$ cat src/rtl/pump_relay_controller_mini_pkg.sv
// Shared types and constants for the pump relay controller: state encoding,
// fault codes, volume step and the registered status payload.
package pump_relay_controller_mini_pkg;

    localparam int unsigned CLK_HZ  = 1_000_000;
    localparam int unsigned VOL_W   = 16;
    localparam int unsigned STALL_W = 21;
    localparam int unsigned FC_W    = 2;

    localparam logic [VOL_W-1:0] VOL_STEP = 16'd50;

    localparam logic [FC_W-1:0] FAULT_NONE       = 2'b00;
    localparam logic [FC_W-1:0] FAULT_STALL      = 2'b01;
    localparam logic [FC_W-1:0] FAULT_BAD_TARGET = 2'b10;

    typedef enum logic [1:0] {
        ST_IDLE    = 2'd0,
        ST_PUMPING = 2'd1,
        ST_DONE    = 2'd2,
        ST_FAULT   = 2'd3
    } pump_state_e;

    // Everything the controller reports, kept in one register.
    typedef struct packed {
        logic             relay_auto;
        logic             busy;
        logic             done;
        logic             fault;
        logic [FC_W-1:0]  fault_code;
        logic [VOL_W-1:0] delivered;
    } pump_status_t;

endpackage

$ cat src/rtl/pump_relay_controller_mini_if.sv
// Operator/metering side of the pump relay controller: requests in, relay and status out.
interface pump_relay_controller_mini_if;
    import pump_relay_controller_mini_pkg::*;

    logic             start;
    logic             stop_req;
    logic [VOL_W-1:0] target_volume;
    logic [VOL_W-1:0] thetichdabom_mini;
    logic             relay_auto;
    logic             busy;
    logic             done;
    logic             fault;
    logic [FC_W-1:0]  fault_code;
    logic [VOL_W-1:0] delivered;

    modport master (
        output start, stop_req, target_volume, thetichdabom_mini,
        input  relay_auto, busy, done, fault, fault_code, delivered
    );

    modport slave (
        input  start, stop_req, target_volume, thetichdabom_mini,
        output relay_auto, busy, done, fault, fault_code, delivered
    );

endinterface

$ cat src/rtl/pump_relay_controller_mini_stall_watchdog.sv
// Flags a stall when the volume count has not moved for STALL_CYCLES enabled cycles.
module pump_stall_watchdog
    import pump_relay_controller_mini_pkg::*;
#(
    parameter logic [STALL_W-1:0] STALL_CYCLES = 21'd1800000
) (
    input  logic             clk,
    input  logic             sw0,
    input  logic             enable,
    input  logic [VOL_W-1:0] value,
    output logic             stall
);

    localparam logic [STALL_W-1:0] STALL_LIM = STALL_CYCLES - 21'd1;

    logic [VOL_W-1:0]   prev_q;
    logic [STALL_W-1:0] cnt_q;
    logic [STALL_W-1:0] cnt_nxt;

    // Restart on disable or any movement of the count; saturate at the limit.
    always_comb begin
        cnt_nxt = cnt_q;
        if (!enable || (value != prev_q)) begin
            cnt_nxt = '0;
        end else if (cnt_q < STALL_LIM) begin
            cnt_nxt = cnt_q + 21'd1;
        end
    end

    // stall mirrors (cnt == STALL_CYCLES-1) but comes straight from a flop.
    always_ff @(posedge clk) begin
        if (sw0) begin
            prev_q <= '0;
            cnt_q  <= '0;
            stall  <= 1'b0;
        end else begin
            prev_q <= value;
            cnt_q  <= cnt_nxt;
            stall  <= enable && (cnt_nxt == STALL_LIM);
        end
    end

endmodule

$ cat src/rtl/pump_relay_controller_mini.sv
// Closed-loop pump controller: energises the relay on a start edge and releases it
// when the delivered volume reaches the latched target, on operator stop or on stall.
module pump_relay_controller_mini
    import pump_relay_controller_mini_pkg::*;
#(
    parameter logic [STALL_W-1:0] STALL_CYCLES = 21'd1800000,
    parameter logic [VOL_W-1:0]   MAX_TARGET   = 16'd60000
) (
    input  logic                         clk,
    input  logic                         sw0,
    pump_relay_controller_mini_if.slave  bus
);

    pump_state_e      state_q;
    pump_state_e      state_nxt;
    logic             start_d;
    logic [VOL_W-1:0] target_lat;
    logic [VOL_W-1:0] target_nxt;
    logic [VOL_W-1:0] base_lat;
    logic [VOL_W-1:0] base_nxt;
    logic [FC_W-1:0]  code_nxt;
    logic [VOL_W-1:0] diff;
    logic             start_rise;
    logic             accept;
    logic             stall;
    pump_status_t     status_q;
    pump_status_t     status_nxt;

    assign start_rise = bus.start & ~start_d;
    assign accept     = start_rise & ~bus.stop_req;
    // Modular difference keeps delivered correct across counter wrap.
    assign diff       = bus.thetichdabom_mini - base_lat;

    pump_stall_watchdog #(
        .STALL_CYCLES (STALL_CYCLES)
    ) u_watchdog (
        .clk    (clk),
        .sw0    (sw0),
        .enable (status_q.busy),
        .value  (bus.thetichdabom_mini),
        .stall  (stall)
    );

    always_ff @(posedge clk) begin
        if (sw0) begin
            state_q    <= ST_IDLE;
            start_d    <= 1'b0;
            target_lat <= '0;
            base_lat   <= '0;
            status_q   <= '0;
        end else begin
            state_q    <= state_nxt;
            start_d    <= bus.start;
            target_lat <= target_nxt;
            base_lat   <= base_nxt;
            status_q   <= status_nxt;
        end
    end

    // Next state, latches and registered status.
    always_comb begin
        state_nxt  = state_q;
        target_nxt = target_lat;
        base_nxt   = base_lat;
        code_nxt   = status_q.fault_code;
        status_nxt = '0;

        case (state_q)
            ST_IDLE, ST_DONE: begin
                if (accept) begin
                    base_nxt = bus.thetichdabom_mini;
                    if (bus.target_volume > MAX_TARGET) begin
                        state_nxt = ST_FAULT;
                        code_nxt  = FAULT_BAD_TARGET;
                    end else begin
                        target_nxt = bus.target_volume;
                        state_nxt  = (bus.target_volume == '0) ? ST_DONE : ST_PUMPING;
                    end
                end
            end
            ST_PUMPING: begin
                if (bus.stop_req) begin
                    state_nxt = ST_IDLE;
                end else if (diff >= target_lat) begin
                    state_nxt = ST_DONE;
                end else if (stall) begin
                    state_nxt = ST_FAULT;
                    code_nxt  = FAULT_STALL;
                end
            end
            ST_FAULT: begin
                state_nxt = ST_FAULT;
            end
            default: begin
                state_nxt = ST_IDLE;
            end
        endcase

        status_nxt.relay_auto = (state_nxt == ST_PUMPING);
        status_nxt.busy       = (state_nxt == ST_PUMPING);
        status_nxt.done       = (state_nxt == ST_DONE);
        status_nxt.fault      = (state_nxt == ST_FAULT);
        status_nxt.fault_code = (state_nxt == ST_FAULT) ? code_nxt : FAULT_NONE;
        status_nxt.delivered  = (state_nxt == ST_IDLE) ? '0
                              : VOL_W'(bus.thetichdabom_mini - base_nxt);
    end

    assign bus.relay_auto = status_q.relay_auto;
    assign bus.busy       = status_q.busy;
    assign bus.done       = status_q.done;
    assign bus.fault      = status_q.fault;
    assign bus.fault_code = status_q.fault_code;
    assign bus.delivered  = status_q.delivered;

endmodule

$ cat src/flat_wrapper.sv
// flat-port wrapper written by rule: the top's interface ports become plain ports
module pump_relay_controller_mini_flat import pump_relay_controller_mini_pkg::*;
#(
    parameter logic [STALL_W-1:0] STALL_CYCLES = 21'd1800000,
    parameter logic [VOL_W-1:0]   MAX_TARGET   = 16'd60000
)
  (clk, sw0, bus_start, bus_stop_req, bus_target_volume, bus_thetichdabom_mini, bus_relay_auto, bus_busy, bus_done, bus_fault, bus_fault_code, bus_delivered);
  pump_relay_controller_mini_if bus_i ();
  input  logic clk;
  input  logic sw0;
  input wire logic [$bits(bus_i.start)-1:0] bus_start;
  input wire logic [$bits(bus_i.stop_req)-1:0] bus_stop_req;
  input wire logic [$bits(bus_i.target_volume)-1:0] bus_target_volume;
  input wire logic [$bits(bus_i.thetichdabom_mini)-1:0] bus_thetichdabom_mini;
  output wire logic [$bits(bus_i.relay_auto)-1:0] bus_relay_auto;
  output wire logic [$bits(bus_i.busy)-1:0] bus_busy;
  output wire logic [$bits(bus_i.done)-1:0] bus_done;
  output wire logic [$bits(bus_i.fault)-1:0] bus_fault;
  output wire logic [$bits(bus_i.fault_code)-1:0] bus_fault_code;
  output wire logic [$bits(bus_i.delivered)-1:0] bus_delivered;
  assign bus_i.start = bus_start;
  assign bus_i.stop_req = bus_stop_req;
  assign bus_i.target_volume = bus_target_volume;
  assign bus_i.thetichdabom_mini = bus_thetichdabom_mini;
  assign bus_relay_auto = bus_i.relay_auto;
  assign bus_busy = bus_i.busy;
  assign bus_done = bus_i.done;
  assign bus_fault = bus_i.fault;
  assign bus_fault_code = bus_i.fault_code;
  assign bus_delivered = bus_i.delivered;
  pump_relay_controller_mini #(.STALL_CYCLES(STALL_CYCLES), .MAX_TARGET(MAX_TARGET)) u_core (.clk(clk), .sw0(sw0), .bus(bus_i));
endmodule
$ cat config.mk
export PLATFORM = sky130hd
export DESIGN_NAME = pump_relay_controller_mini_flat
export DESIGN_NICKNAME = d
export VERILOG_FILES = /design/src/rtl/pump_relay_controller_mini_pkg.sv /design/src/rtl/pump_relay_controller_mini_if.sv /design/src/rtl/pump_relay_controller_mini_stall_watchdog.sv /design/src/rtl/pump_relay_controller_mini.sv /design/src/flat_wrapper.sv
export SDC_FILE = /design/constraint.sdc
export NUM_CORES = 1
export LEC_CHECK = 0
export CORE_ASPECT_RATIO = 2
export CORE_MARGIN = 3
export CORE_UTILIZATION = 45
export DETAILED_ROUTE_END_ITERATION = 7
export GPL_ROUTABILITY_DRIVEN = 1
export PLACE_DENSITY_LB_ADDON = 0.3
export SLEW_MARGIN = 40
export SYNTH_ARGS = -nofsm -noshare
export SYNTH_HDL_FRONTEND = slang
export SYNTH_SLANG_ARGS = --single-unit
$ cat constraint.sdc
create_clock -name clk -period 3.8 [get_ports clk]
set_input_delay 0.38 -clock clk [delete_from_list [all_inputs] [get_ports clk]]
set_output_delay 0.38 -clock clk [all_outputs]
set_load 0.005 [all_outputs]
### Yosys cells after proc, flatten, opt, wreduce, memory -nomap -nowiden

Index checks and enable logic that the tools add are counted.

* bitwise logic cells: 6
* eq/ne operators: 13
* multiplexer cells: 17
* $add $sub $neg: 3
* magnitude comparators: 3
* reductions and logical operators: 12

Operators with widths (count)
* 21-bit 2-to-1 mux: 2
* 16-bit 2-to-1 mux: 2
* 16-bit subtractor: 2
* 2-bit 2-to-1 mux: 11
* 21-bit by 1-bit adder with 21-bit output (second input constant): 1
* 21-bit equality test (second input constant): 1
* 21-bit < comparator (second input constant): 1
* 16-bit >= comparator: 1
* 16-bit greater-than comparator (second input constant): 1
* 16-bit logical NOT: 1
* 16-bit inequality test: 1
* 2-bit equality test (second input constant): 4
* 2-bit inequality test (second input constant): 3
* 2-bit one-hot mux with 3 select lines: 1
* 6-bit AND reduction: 1
* 2-bit OR reduction: 3
* 2-bit by 1-bit equality test with 1-bit output (second input constant): 2
* 2-bit logical NOT: 2
* 2-bit by 1-bit inequality test with 1-bit output (second input constant): 2
* 1-bit NOT: 4
* 2-bit one-hot mux with 2 select lines: 1
* 3-bit AND reduction: 1
* 1-bit AND: 2
* 2-bit nonzero test: 1
* other kinds (3): 3

* input port bits: 36
* output and inout bits: 22
* flip-flop bits (word level): 94
* logic and storage cells: 66

### Logic depth before layout (Yosys ltp)

* depth in word-level cells: 8
* depth in mapped cells: 20
* depth with buffers taken out: 20

### Modules after synthesis

From an unflattened synthesis, not the netlist that was laid out.

* cell total of the unflattened synthesis: 677
* area total of the unflattened synthesis: 5806.8 µm²

By module, submodules not included
* pump_relay_controller_mini: seq. area each 1121.1 µm², cells each 460, area an instance 3782.4 µm², times used 1
* pump_stall_watchdog: seq. area each 760.7 µm², cells each 217, area an instance 2024.4 µm², times used 1

### Worst setup path before layout

OpenSTA, ideal clock, no wires.

* path kind: in2reg
* start: in bus_thetichdabom_mini[0]
* end: reg u_core.status_q (netlist bit u_core.bus.done)
* library setup time: 0.115 ns
* path buffers: 0
* stages on the path: 19
* arrival: 3.605 ns
* required time: 3.685 ns
* setup slack: 0.080 ns
* path through: inv_1 > ha_1 > fa_1 > nor2b_1 > o21a_1 > o21ai_1 > a21oi_1 > o2111ai_1 > a31oi_1 > or4_1 > nand3_1 > ha_1 > nand2_1 > nor2_1 > nor2_1 > or4b_2 > o221ai_1 > nor2_1 > and2_1

* longest elaborated chain between the ends: 6

Ends and longest elaborated chain
* start, declared: line flat_wrapper.sv:14 `input wire logic [$bits(bus_i.thetichdabom_mini)-1:0] bus_thetichdabom_mini;`
* 16-bit subtractor: line pump_relay_controller_mini.sv:32 `assign diff = bus.thetichdabom_mini - base_lat;`
* 16-bit >= comparator: line pump_relay_controller_mini.sv:84 `end else if (diff >= target_lat) begin`
* 2-bit 2-to-1 mux: line pump_relay_controller_mini.sv:84
* 2-bit 2-to-1 mux: line pump_relay_controller_mini.sv:82 `if (bus.stop_req) begin`
* 2-bit one-hot mux with 3 select lines: line pump_relay_controller_mini.sv:68 `case (state_q)`
* 2-bit equality test: line pump_relay_controller_mini.sv:101 `status_nxt.done = (state_nxt == ST_DONE);`
* end signal, assigned: line pump_relay_controller_mini.sv:56 `status_q <= status_nxt;`
* end, declared: line pump_relay_controller_mini.sv:26 `pump_status_t status_q;`

No other way between the ends.
A chain may end at the register's enable or synchronous reset.

### Worst setup path after layout

* start: in bus_thetichdabom_mini[4]
* end: reg u_core.status_q (netlist bit u_core.bus.fault_code[0])

* longest elaborated chain between the ends: 8
* elaborated cells between the ends (all ways): 10
* those cells by class: add/sub (1); order compare (1); eq/ne (2); mux (3); bitwise (1); reduce/logical (2)

Ends and longest elaborated chain
* 16-bit subtractor *: line pump_relay_controller_mini.sv:32
* 16-bit >= comparator *: line pump_relay_controller_mini.sv:84
* 2-bit 2-to-1 mux: line pump_relay_controller_mini.sv:84
* 2-bit 2-to-1 mux: line pump_relay_controller_mini.sv:82
* 2-bit one-hot mux with 3 select lines: line pump_relay_controller_mini.sv:68
* 2-bit equality test: line pump_relay_controller_mini.sv:103 `status_nxt.fault_code = (state_nxt == ST_FAULT) ? code_nxt : FAULT_NONE;`
* 1-bit NOT (no source line)
* 2-bit OR reduction (no source line)

Every way passes the cells marked *; elsewhere a longest branch is shown, timed or not.

==> metrics.cfg <==
[yosys]
ys_async_sr_fraction=0
synth-main-ff-cell=dfxtp_1
ys_top_cells_by_count=94 x dfxtp_1, 76 x nor2_1, 47 x ha_1
synth_top_area_share=0.349
yosys.area.top_type=dfxtp_1
ys_seq_area_frac=0.349
synth_edf_count=0
ys_types=59
synth.net_count=701
synth_area_leaders=dfxtp_1 35%, ha_1 11%, xnor2_1 6.3%
syn_area_um2=5400
yosysWarnings=0
yosysMostFrequentCell=dfxtp_1
syn_inst=616
syn_area_per_cell_um2=8.76
ys_ff_latch=94

[drt]
post_drt_wl_per_cell_um=16.1
via_per_inst=5.43
routed_wl_um=14400
drc=0
drtIter0Drc=150
ant_nets=0
vias=4841
drtPass1Iterations=4

[global_route]
overflow=0
grtUsageTotal=0.221
gr-usage-met3=0.0334
grt_start_max_net_pins=35
use_met2=0.439
antenna_found_initial=0
grt_pass1_wl_um=24000
use_met1=0.214
grt_pass1_vias=5176
busiest_layer=met2

[critical_path]
crit_fanout=3
cp_slowest_cell=clkdlybuf4s50_1
required_ns=4.09
cpPeakStageDelay_ns=0.46
cp.arrival_ns=4.08
endpoint_kind=flip-flop
critPathKind=input pin to flip-flop
startpoint_type=input pin
crit_chain=clkdlybuf4s50_1 -> ha_1 -> or2_2 -> a21oi_2 -> a211oi_2 -> o311ai_2 -> o21ai_1 -> a21oi_1 -> xnor2_1 -> ha_1 -> a221oi_1 -> o21ai_0 -> nand2_1 -> nand3_1 -> o311a_1 -> nor3_2 -> a21boi_2
crit_top_cell=ha_1

[sta]
timing.final.crit_share=0.999
finClkSkew_ns=0.00819
setup_viol=0
min_period_ns=3.80
slew_headroom=0.619
finalHoldViolations=0
max_freq_ghz=0.263
rsz0062_at_grt=true
whs_ns=0.480
worst_slew_pin_slew_ns=0.566
slew_violations=0

[place]
placed_cells=870
gp_congestion=0.863
hpwl_um=11300
portBuffers=57

[final_layout]
num_antenna_cells=0
final_cell_count_no_fill=892
syn_to_final_growth_pct=31.8
final_nets=827
nFillCells=1011
drive_gt1_frac=0.171

[cts]
cts_buffer_depth=2
cts_buffers=9
clock_latency_ns=0.35
root_buffer=clkbuf_16
cts_hold_buffers=0
cts_tree=yes
cts.reportedPaths.clkPinSlew_ns=0.06
clock-sinks=94
htree_levels=3

[hold_path]
hp-class=input pin to flip-flop

[power]
p_leak_nw=2.92
peakVddDrop_mv=0.318
p_total_mw=2.78
cellPowerDensity_nw_per_um2=391

[die]
die_y_um=161
coreArea_um2=11700
pin_count=58
die_area_um2=13400
die_w_um=83.5
initial_core_util=0.461
row_count=56

[status]
status=completed

[flow_run]
maxCapViolCount=0

## flip-flops by register name (all words and copies together), names as in the netlist
| register | cells |
|---|---|
| u_core.u_watchdog.cnt_q | 21 |
| u_core.base_lat | 16 |
| u_core.bus.delivered | 16 |
| u_core.target_lat | 16 |
| u_core.u_watchdog.prev_q | 16 |
| u_core.bus.fault_code | 2 |
| u_core.state_q | 2 |
| u_core.bus.done | 1 |
| u_core.bus.fault | 1 |
| u_core.bus.relay_auto | 1 |
| u_core.start_d | 1 |
| u_core.u_watchdog.stall | 1 |
## cell type report
cell class / instances / area (um2) / share of cell area
clock buffer: 10 / 229 / 0.0322
sequential: 94 / 1880 / 0.265
tap: 145 / 181 / 0.0255
timing repair buffer: 132 / 1130 / 0.159
multi-input combinational: 463 / 3420 / 0.480
clock inverter: 6 / 116 / 0.0164
inverter: 42 / 158 / 0.0222
## power breakdown
part	leakage [nW]	switching (mW)	total [mW]	internal, mW
Sequential	0.768	0.0196	1.05	1.03
Combinational	1.98	0.331	0.688	0.357
Clock	0.168	0.399	1.05	0.651
Total	2.92	0.750	2.78	2.03
## worst max-delay path: cells and delay by family
kind | cells | cell delay, ns
XOR/XNOR | 1 | 0.14
AO/OA/AOI/OAI | 9 | 1.81
adder cells (fa/ha/maj) | 2 | 0.61
AND/OR/NAND/NOR | 4 | 0.69
buffers and inverters | 1 | 0.46
## metrics by stage
step | util | instance area, um2 | setup WS, ns | setup TNS, ns
floorplan | - | 5400 | 0.0803 | 0
global placement | 0.564 | 6590 | -0.638 | -4.06
detailed placement | 0.564 | 6590 | -0.845 | -5.58
CTS | 0.606 | 7090 | -0.0230 | -0.0478
global route | 0.608 | 7110 | -0.245 | -1.27
finish | 0.608 | 7110 | 0.00200 | 0
## kinds of logic after synthesis
| kind of cell | synth area share |
|---|---|
| adders and majority gates | 0.116 |
| and+or+nand+nor | 0.212 |
| buffers and inverters | 0.0422 |
| AOI/OAI and AO/OA | 0.127 |
| xor gates and xnor gates | 0.0925 |
| muxes | 0.0612 |
| DFF | 0.349 |
## metal layers
| metal | wire length [um] | vias to the layer above | share of wire |
|---|---|---|---|
| met4 | 635 | 0 | 0.044 |
| met2 | 8250 | 84 | 0.57 |
| met1 | 5130 | 2300 | 0.36 |
| met5 | 0 | - | 0 |
| met3 | 341 | 37 | 0.024 |
| li1 | - | 2420 | - |
## placed cells by master (no fill, tap or decap), types with 23 or more instances in the layout
cell,n
buf_4,74
inv_1,39
nor2b_1,24
dfxtp_1,92
ha_1,44
clkdlybuf4s50_1,53
mux2i_1,32
nand2_1,23
xnor2_1,39
a21oi_1,25
nor2_1,75
## final timing paths
kind | endpoint | cells after the start | slack [ns] | startpoint
worst max-delay path | u_core.bus.fault_code[0] | 17 | 0.002 | bus_thetichdabom_mini[4]
worst min-delay path | u_core.target_lat[7] | 2 | 0.48 | sw0
worst max register to register | u_core.bus.fault_code[0] | 18 | 0.03 | u_core.base_lat[0]
worst min register to register | u_core.target_lat[13] | 2 | 0.48 | u_core.target_lat[13]
## timing repair
item | CTS | global route
setup buffers | 6 | 2
setup endpoints to repair | 7 | 8
gates resized for setup | 29 | 2
pin swaps | 22 | 5
endpoints found under the hold margin | 0 | 0
No activity file was read; power rests on OpenSTA's default activity.
